==> src/rtl/mem_arb_pkg.sv <==
// Shared types for the two-master memory bus arbiter: owner state,
// master identifier and the default lock-run ceiling.
package mem_arb_pkg;

  typedef enum logic [1:0] {
    IDLE = 2'd0,
    OWN0 = 2'd1,
    OWN1 = 2'd2
  } own_state_t;

  typedef logic master_id_t;

  localparam int LOCK_MAX_DEFAULT = 8;

endpackage

==> src/rtl/arb2_rr.sv <==
// Combinational two-way round-robin pick: a lone requester always wins,
// a tie goes to the master that did not win last.
module arb2_rr
  import mem_arb_pkg::*;
(
  input  logic       req0,
  input  logic       req1,
  input  master_id_t last_winner,
  output logic       gnt0,
  output logic       gnt1
);

  always_comb begin
    gnt0 = req0 && (!req1 || (last_winner == 1'b1));
    gnt1 = req1 && (!req0 || (last_winner == 1'b0));
  end

endmodule

==> src/rtl/mem_bus_arbiter.sv <==
// Two-master (core, loader) arbiter for one shared memory port with
// bounded ownership locking, grant counters and a one-cycle read return.
module mem_bus_arbiter
  import mem_arb_pkg::*;
#(
  parameter int ADDR_W   = 32,
  parameter int DATA_W   = 32,
  parameter int LOCK_MAX = LOCK_MAX_DEFAULT
) (
  input  logic              clk,
  input  logic              rst,
  input  logic              m0_req,
  input  logic              m0_we,
  input  logic              m0_lock,
  input  logic [ADDR_W-1:0] m0_addr,
  input  logic [DATA_W-1:0] m0_wdata,
  output logic              m0_gnt,
  output logic              m0_rvalid,
  output logic [DATA_W-1:0] m0_rdata,
  input  logic              m1_req,
  input  logic              m1_we,
  input  logic              m1_lock,
  input  logic [ADDR_W-1:0] m1_addr,
  input  logic [DATA_W-1:0] m1_wdata,
  output logic              m1_gnt,
  output logic              m1_rvalid,
  output logic [DATA_W-1:0] m1_rdata,
  output logic [ADDR_W-1:0] mem_addr,
  output logic              mem_wr_ena,
  output logic [DATA_W-1:0] mem_wr_data,
  input  logic [DATA_W-1:0] mem_rd_data,
  output logic [15:0]       gnt_cnt0,
  output logic [15:0]       gnt_cnt1
);

  localparam int RUN_W = $clog2(LOCK_MAX + 1);

  own_state_t       state_q, state_d;
  master_id_t       last_winner_q;
  logic [RUN_W-1:0] lock_run_q, lock_run_d;
  logic [1:0]       rd_vld_p1;
  logic             rr_gnt0, rr_gnt1;
  logic             hold_owner, any_gnt, win_lock;
  master_id_t       win_id;

  function automatic logic [15:0] sat_inc16(input logic [15:0] v);
    return (v == 16'hFFFF) ? v : v + 16'd1;
  endfunction

  arb2_rr u_rr (
    .req0        (m0_req),
    .req1        (m1_req),
    .last_winner (last_winner_q),
    .gnt0        (rr_gnt0),
    .gnt1        (rr_gnt1)
  );

  // Grant selection: a locked owner still requesting keeps the bus until its
  // run hits LOCK_MAX; at the ceiling round-robin hands a tie to the other side.
  always_comb begin
    hold_owner = (((state_q == OWN0) && m0_req) || ((state_q == OWN1) && m1_req))
                 && (lock_run_q < RUN_W'(LOCK_MAX));
    if (rst) begin
      m0_gnt = 1'b0;
      m1_gnt = 1'b0;
    end else if (hold_owner) begin
      m0_gnt = (state_q == OWN0);
      m1_gnt = (state_q == OWN1);
    end else begin
      m0_gnt = rr_gnt0;
      m1_gnt = rr_gnt1;
    end
    any_gnt  = m0_gnt || m1_gnt;
    win_id   = m1_gnt;
    win_lock = m1_gnt ? m1_lock : m0_lock;
  end

  always_comb begin
    state_d    = IDLE;
    lock_run_d = '0;
    if (any_gnt && win_lock) begin
      state_d = win_id ? OWN1 : OWN0;
      if (state_q == state_d)
        lock_run_d = (lock_run_q < RUN_W'(LOCK_MAX)) ? lock_run_q + RUN_W'(1) : lock_run_q;
      else
        lock_run_d = RUN_W'(1);
    end
  end

  always_comb begin
    mem_addr    = m1_gnt ? m1_addr : m0_addr;
    mem_wr_data = m1_gnt ? m1_wdata : m0_wdata;
    mem_wr_ena  = (m0_gnt && m0_we) || (m1_gnt && m1_we);
  end

  always_ff @(posedge clk) begin
    if (rst) begin
      state_q       <= IDLE;
      last_winner_q <= 1'b1;
      lock_run_q    <= '0;
      rd_vld_p1     <= '0;
      gnt_cnt0      <= '0;
      gnt_cnt1      <= '0;
    end else begin
      state_q    <= state_d;
      lock_run_q <= lock_run_d;
      if (any_gnt)
        last_winner_q <= win_id;
      rd_vld_p1 <= {m1_gnt && !m1_we, m0_gnt && !m0_we};
      if (m0_gnt)
        gnt_cnt0 <= sat_inc16(gnt_cnt0);
      if (m1_gnt)
        gnt_cnt1 <= sat_inc16(gnt_cnt1);
    end
  end

  // p1: read data returns one cycle after the granted address
  assign m0_rvalid = rd_vld_p1[0];
  assign m1_rvalid = rd_vld_p1[1];
  assign m0_rdata  = rd_vld_p1[0] ? mem_rd_data : '0;
  assign m1_rdata  = rd_vld_p1[1] ? mem_rd_data : '0;

endmodule
==> config.mk <==
export PLATFORM = sky130hd
export DESIGN_NAME = mem_bus_arbiter
export DESIGN_NICKNAME = d
export VERILOG_FILES = /design/src/rtl/mem_arb_pkg.sv /design/src/rtl/arb2_rr.sv /design/src/rtl/mem_bus_arbiter.sv
export SDC_FILE = /design/constraint.sdc
export NUM_CORES = 1
export LEC_CHECK = 0
export ABC_AREA = 1
export CAP_MARGIN = 15
export CORE_AREA = 2 2 128 130
export CTS_CLUSTER_DIAMETER = 80
export CTS_CLUSTER_SIZE = 14
export DETAILED_ROUTE_END_ITERATION = 10
export DIE_AREA = 0 0 130 132
export PLACE_DENSITY = 0.62
export SLEW_MARGIN = 20
export SYNTH_ARGS = -nofsm -noshare
export SYNTH_HDL_FRONTEND = slang
export SYNTH_SLANG_ARGS = --single-unit
export TNS_END_PERCENT = 1
==> constraint.sdc <==
create_clock -name clk -period 5 [get_ports clk]
set_clock_uncertainty 0.2 [all_clocks]
set_input_delay 0.75 -clock clk [delete_from_list [all_inputs] [get_ports clk]]
set_output_delay 0.75 -clock clk [all_outputs]
set_load 0.03 [all_outputs]
==> flow_summary.html <==
<table>
<tr><th>Metric</th><th>Value</th></tr>
<tr><th colspan="2">Run status</th></tr>
<tr><td>Outcome</td><td>complete, no violations</td></tr>
<tr><th colspan="2">Flow run</th></tr>
<tr><td>Number of max-capacitance violations reported</td><td>0</td></tr>
<tr><th colspan="2">Route</th></tr>
<tr><td>Count of routing violations after the opening detailed-route iteration</td><td>259</td></tr>
<tr><td>Sum of routed wire length over all layers</td><td>18200 um</td></tr>
<tr><td>Number of detailed-route iterations in the first pass</td><td>4</td></tr>
<tr><td>Via density per instance</td><td>4.14</td></tr>
<tr><td>Average detailed-routed wire length per instance</td><td>14.5 um</td></tr>
<tr><td>Detail Route Antenna Nets</td><td>0</td></tr>
<tr><td>Detailed-route via count</td><td>about 5200</td></tr>
<tr><td>Number of remaining DRC errors</td><td>0</td></tr>
<tr><th colspan="2">Min path</th></tr>
<tr><td>Hold wc startpoint</td><td>last_winner_q</td></tr>
<tr><td>Hold/Removal Path Class</td><td>reg2reg</td></tr>
<tr><th colspan="2">Logic synthesis</th></tr>
<tr><td>Post-synth top flop</td><td>sky130_fd_sc_hd__dfxtp_1</td></tr>
<tr><td>Average footprint of a synthesized cell</td><td>5.30 sq um</td></tr>
<tr><td>Number of unique standard cell types used by synthesis</td><td>28</td></tr>
<tr><td>Post-synth EDFFs</td><td>0</td></tr>
<tr><td>Async set-reset flop share out of synthesis</td><td>0%</td></tr>
<tr><td>Sequential area share after synthesis</td><td>21.4%</td></tr>
<tr><td>Post-synthesis instance area</td><td>0.00383 sq mm</td></tr>
<tr><td>Number of nets produced by synthesis</td><td>894</td></tr>
<tr><td>Gate count of the mapped netlist</td><td>723</td></tr>
<tr><td>Synth Register Bits</td><td>41</td></tr>
<tr><td>Yosys warning total</td><td>0</td></tr>
<tr><th colspan="2">Timing</th></tr>
<tr><td>Least setup slack across all paths after layout</td><td>0.961 ns</td></tr>
<tr><td>Slew Limit Headroom</td><td>59.9%</td></tr>
<tr><td>Final Hold Vio Count</td><td>0</td></tr>
<tr><td>Post-route clock period utilization</td><td>80.8%</td></tr>
<tr><td>Final-report max-slew violation count</td><td>0</td></tr>
<tr><td>Post-layout min period</td><td>4.04 ns</td></tr>
<tr><td>Accumulated negative setup slack</td><td>0 ns</td></tr>
<tr><td>Fmax</td><td>248 MHz</td></tr>
<tr><td>Unrepaired setup endpoints after global routing</td><td>false</td></tr>
<tr><td>Number of setup violations in the final report</td><td>0</td></tr>
<tr><td>Slew at the pin with the worst max-slew slack</td><td>0.602 ns</td></tr>
<tr><th colspan="2">Die</th></tr>
<tr><td>IO Pins</td><td>~330</td></tr>
<tr><td>Die extent in x</td><td>130 um</td></tr>
<tr><td>Initial standard-cell utilization of the core</td><td>between 20% and 30%</td></tr>
<tr><td>Die footprint</td><td>0.0172 sq mm</td></tr>
<tr><td>Row count</td><td>46</td></tr>
<tr><td>Core area</td><td>0.0157 sq mm</td></tr>
<tr><td>Die boundary height</td><td>around 130 um</td></tr>
<tr><th colspan="2">Power</th></tr>
<tr><td>Clock network fraction of total power</td><td>28.5%</td></tr>
<tr><td>Fraction of power consumed by sequential logic</td><td>26.4%</td></tr>
<tr><td>Fraction of power spent switching nets</td><td>between 30% and 40%</td></tr>
<tr><td>Static leakage</td><td>3.66 nW</td></tr>
<tr><td>Maximum resistive drop on vdd</td><td>144 uV</td></tr>
<tr><td>P per Cell Area</td><td>177 mW/mm^2</td></tr>
<tr><td>Internal power contribution</td><td>0.843 mW</td></tr>
<tr><td>Net switching power of the design</td><td>between 0.4 and 0.5 mW</td></tr>
<tr><td>Share of power burned in combinational logic</td><td>a little under half</td></tr>
<tr><th colspan="2">Worst setup path</th></tr>
<tr><td>Data required, critical path</td><td>4.05 ns</td></tr>
<tr><td>Cell-by-cell listing of the critical path</td><td>clkdlybuf4s50_1 -&gt; nand3_2 -&gt; nand2_4 -&gt; nand3_2 -&gt; nand2_2 -&gt; nor2_4 -&gt; buf_4 -&gt; nand2_1 -&gt; nand2_1 -&gt; clkdlybuf4s50_1</td></tr>
<tr><td>Worst Path Max Fanout</td><td>35</td></tr>
<tr><td>Category of the critical setup timing path</td><td>in2out</td></tr>
<tr><td>Biggest cell delay along the critical path</td><td>~0.67 ns</td></tr>
<tr><td>Category of the worst setup path capture point</td><td>output port</td></tr>
<tr><td>Launch point of the critical path</td><td>m0_req</td></tr>
<tr><td>Arrival time of data at the critical path endpoint</td><td>3.09 ns</td></tr>
<tr><td>CP max-delay cell</td><td>sky130_fd_sc_hd__clkdlybuf4s50_1</td></tr>
<tr><td>Crit start category</td><td>input pin</td></tr>
<tr><td>Critical register-to-register path startpoint</td><td>gnt_cnt1[0]</td></tr>
<tr><th colspan="2">Clock network</th></tr>
<tr><td>Number of cells upsized or downsized after cts</td><td>0</td></tr>
<tr><td>Clk sinks</td><td>41</td></tr>
<tr><td>Latest clock arrival within the worst-skew pair</td><td>0.28 ns</td></tr>
<tr><td>Number of hold buffers added after CTS</td><td>0</td></tr>
<tr><td>Number of buffers created by CTS</td><td>5</td></tr>
<tr><td>Clk slew on worst S/H paths</td><td>0.06 ns</td></tr>
<tr><td>Clock tree root driver cell</td><td>sky130_fd_sc_hd__clkbuf_16</td></tr>
<tr><td>TritonCTS clock tree</td><td>built</td></tr>
<tr><td>Clock tree buffer depth</td><td>2</td></tr>
<tr><td>H-tree Lvls</td><td>2</td></tr>
<tr><td>Number of buffers inserted by post-CTS setup repair</td><td>0</td></tr>
<tr><th colspan="2">Finish</th></tr>
<tr><td>Most frequent standard cell in the layout excluding fill and tap cells</td><td>sky130_fd_sc_hd__nand2_1</td></tr>
<tr><td>Net count, final</td><td>about 1200</td></tr>
<tr><td>Post-route standard cell area excluding fillers</td><td>0.00743 sq mm</td></tr>
<tr><td>Highest-count cells in the layout ignoring fill and taps</td><td>370 x sky130_fd_sc_hd__nand2_1, 316 x sky130_fd_sc_hd__clkdlybuf4s50_1, 109 x sky130_fd_sc_hd__inv_1, 40 x sky130_fd_sc_hd__nor2_1, 39 x sky130_fd_sc_hd__dfxtp_1</td></tr>
<tr><td>Fraction of final layout cells with drive strength greater than 1</td><td>5.78%</td></tr>
<tr><td>P&amp;R area growth vs syn</td><td>94.0%</td></tr>
<tr><th colspan="2">GRT</th></tr>
<tr><td>Largest net degree at the start of global routing</td><td>66</td></tr>
<tr><td>Global router's overall resource usage</td><td>19.9%</td></tr>
<tr><td>Initial antenna violation count</td><td>1</td></tr>
<tr><td>Vias in the first global route</td><td>4703</td></tr>
<tr><td>Aggregate global routing overflow</td><td>0</td></tr>
<tr><td>Global-route wire length before repair</td><td>approximately 27000 um</td></tr>
<tr><th colspan="2">Placement</th></tr>
<tr><td>DP Worst Slack</td><td>0.955 ns</td></tr>
<tr><td>Detailed placer's ending HPWL</td><td>14900 um</td></tr>
<tr><td>Final RePlAce weighted congestion</td><td>approximately 0.85</td></tr>
<tr><td>Port Buffer Count</td><td>332</td></tr>
<tr><td>Placement Cell Area</td><td>0.00726 sq mm</td></tr>
</table>
[registers in the layout, indices dropped and copies added (netlist names)]
| signal | count |
|---|---|
| rd_vld_p1 | 2 |
| gnt_cnt1 | 16 |
| lock_run_q | 4 |
| state_q | 2 |
| last_winner_q | 1 |
| gnt_cnt0 | 16 |
[layout make-up]
type                       instances  area [sq um]
antenna                            1          2.50
clock buffer                       5           125
tap                              216           270
inverter                         113           424
multi-input combinational        539          2410
clock inverter                     3          46.3
sequential                        41           823
timing repair buffer             337          3330
fill                            1659          8280
[power by group through the flow]
| stage | sequential (mW) | combinational (mW) | clock [mW] |
|---|---|---|---|
| after floorplan | 0.353 | 0.279 | 0 |
| after global placement | 0.355 | 0.593 | 0 |
| after detailed placement | 0.355 | 0.594 | 0 |
| after CTS | 0.347 | 0.596 | 0.386 |
| after global routing | 0.349 | 0.629 | 0.397 |
| final | 0.347 | 0.592 | 0.374 |
[cells by family after synthesis]
kind of cell / synth area share [%]
flip-flops: 21.4
buffers and inverters: 15.7
XOR/XNOR: 3.66
adder cells (fa/ha/maj): 0.980
multiplexers: 0.261
AO/OA/AOI/OAI: 4.93
AND/OR/NAND/NOR: 53.1
[synth_stat cells (2+ instances only)]
| master | n | area [sq um] |
|---|---|---|
| sky130_fd_sc_hd__a21oi_1 | 29 | 145 |
| sky130_fd_sc_hd__buf_4 | 7 | 52.6 |
| sky130_fd_sc_hd__nand3_2 | 14 | 140 |
| sky130_fd_sc_hd__clkbuf_1 | 10 | 37.5 |
| sky130_fd_sc_hd__nand4_2 | 2 | 25.0 |
| sky130_fd_sc_hd__nor2_2 | 3 | 18.8 |
| sky130_fd_sc_hd__nand4_1 | 7 | 43.8 |
| sky130_fd_sc_hd__nand2_1 | 370 | 1390 |
| sky130_fd_sc_hd__nand3_1 | 37 | 185 |
| sky130_fd_sc_hd__inv_1 | 109 | 409 |
| sky130_fd_sc_hd__o21ai_0 | 7 | 35.0 |
| sky130_fd_sc_hd__xor2_1 | 9 | 78.8 |
| sky130_fd_sc_hd__buf_6 | 2 | 22.5 |
| sky130_fd_sc_hd__inv_2 | 4 | 15.0 |
| sky130_fd_sc_hd__nor2_1 | 40 | 150 |
| sky130_fd_sc_hd__nand2_2 | 3 | 18.8 |
| sky130_fd_sc_hd__xnor2_1 | 7 | 61.3 |
| sky130_fd_sc_hd__and2_1 | 2 | 12.5 |
| sky130_fd_sc_hd__buf_2 | 10 | 50.1 |
| sky130_fd_sc_hd__dfxtp_1 | 41 | 821 |
| sky130_fd_sc_hd__ha_1 | 3 | 37.5 |
[final timing paths]
| kind | end | slack (ns) | cells after the start |
|---|---|---|---|
| setup / recovery | mem_addr[31] | 0.96 | 10 |
| hold / removal | last_winner_q | 0.31 | 2 |
| setup reg to reg | gnt_cnt1[1] | 2.81 | 7 |
| hold reg to reg | last_winner_q | 0.31 | 2 |
[metrics by stage]
stage	util [%]	std cells	total power, mW	hold slack [ns]
finish	47.3	1255	1.31	0.306
floorplan	-	723	0.632	0.246
global route	47.3	1255	1.37	0.321
global placement	46.2	1246	0.948	0.300
CTS	47.3	1254	1.33	0.312
detailed placement	46.2	1246	0.948	0.302
[worst max-delay path: cells and delay by family]
kind	cells	cell delay, ns
buffers and inverters	3	1.54
AND/OR/NAND/NOR	7	0.78
[metal layers]
layer,global-route usage (%),wire length [um],vias to the layer above
li1,-,-,2779
met1,25.6,8020,2223
met2,33.1,8360,174
met3,5.52,1520,16
met4,3.76,289,0
met5,0,0,-
No activity file was read; power rests on OpenSTA's default activity.
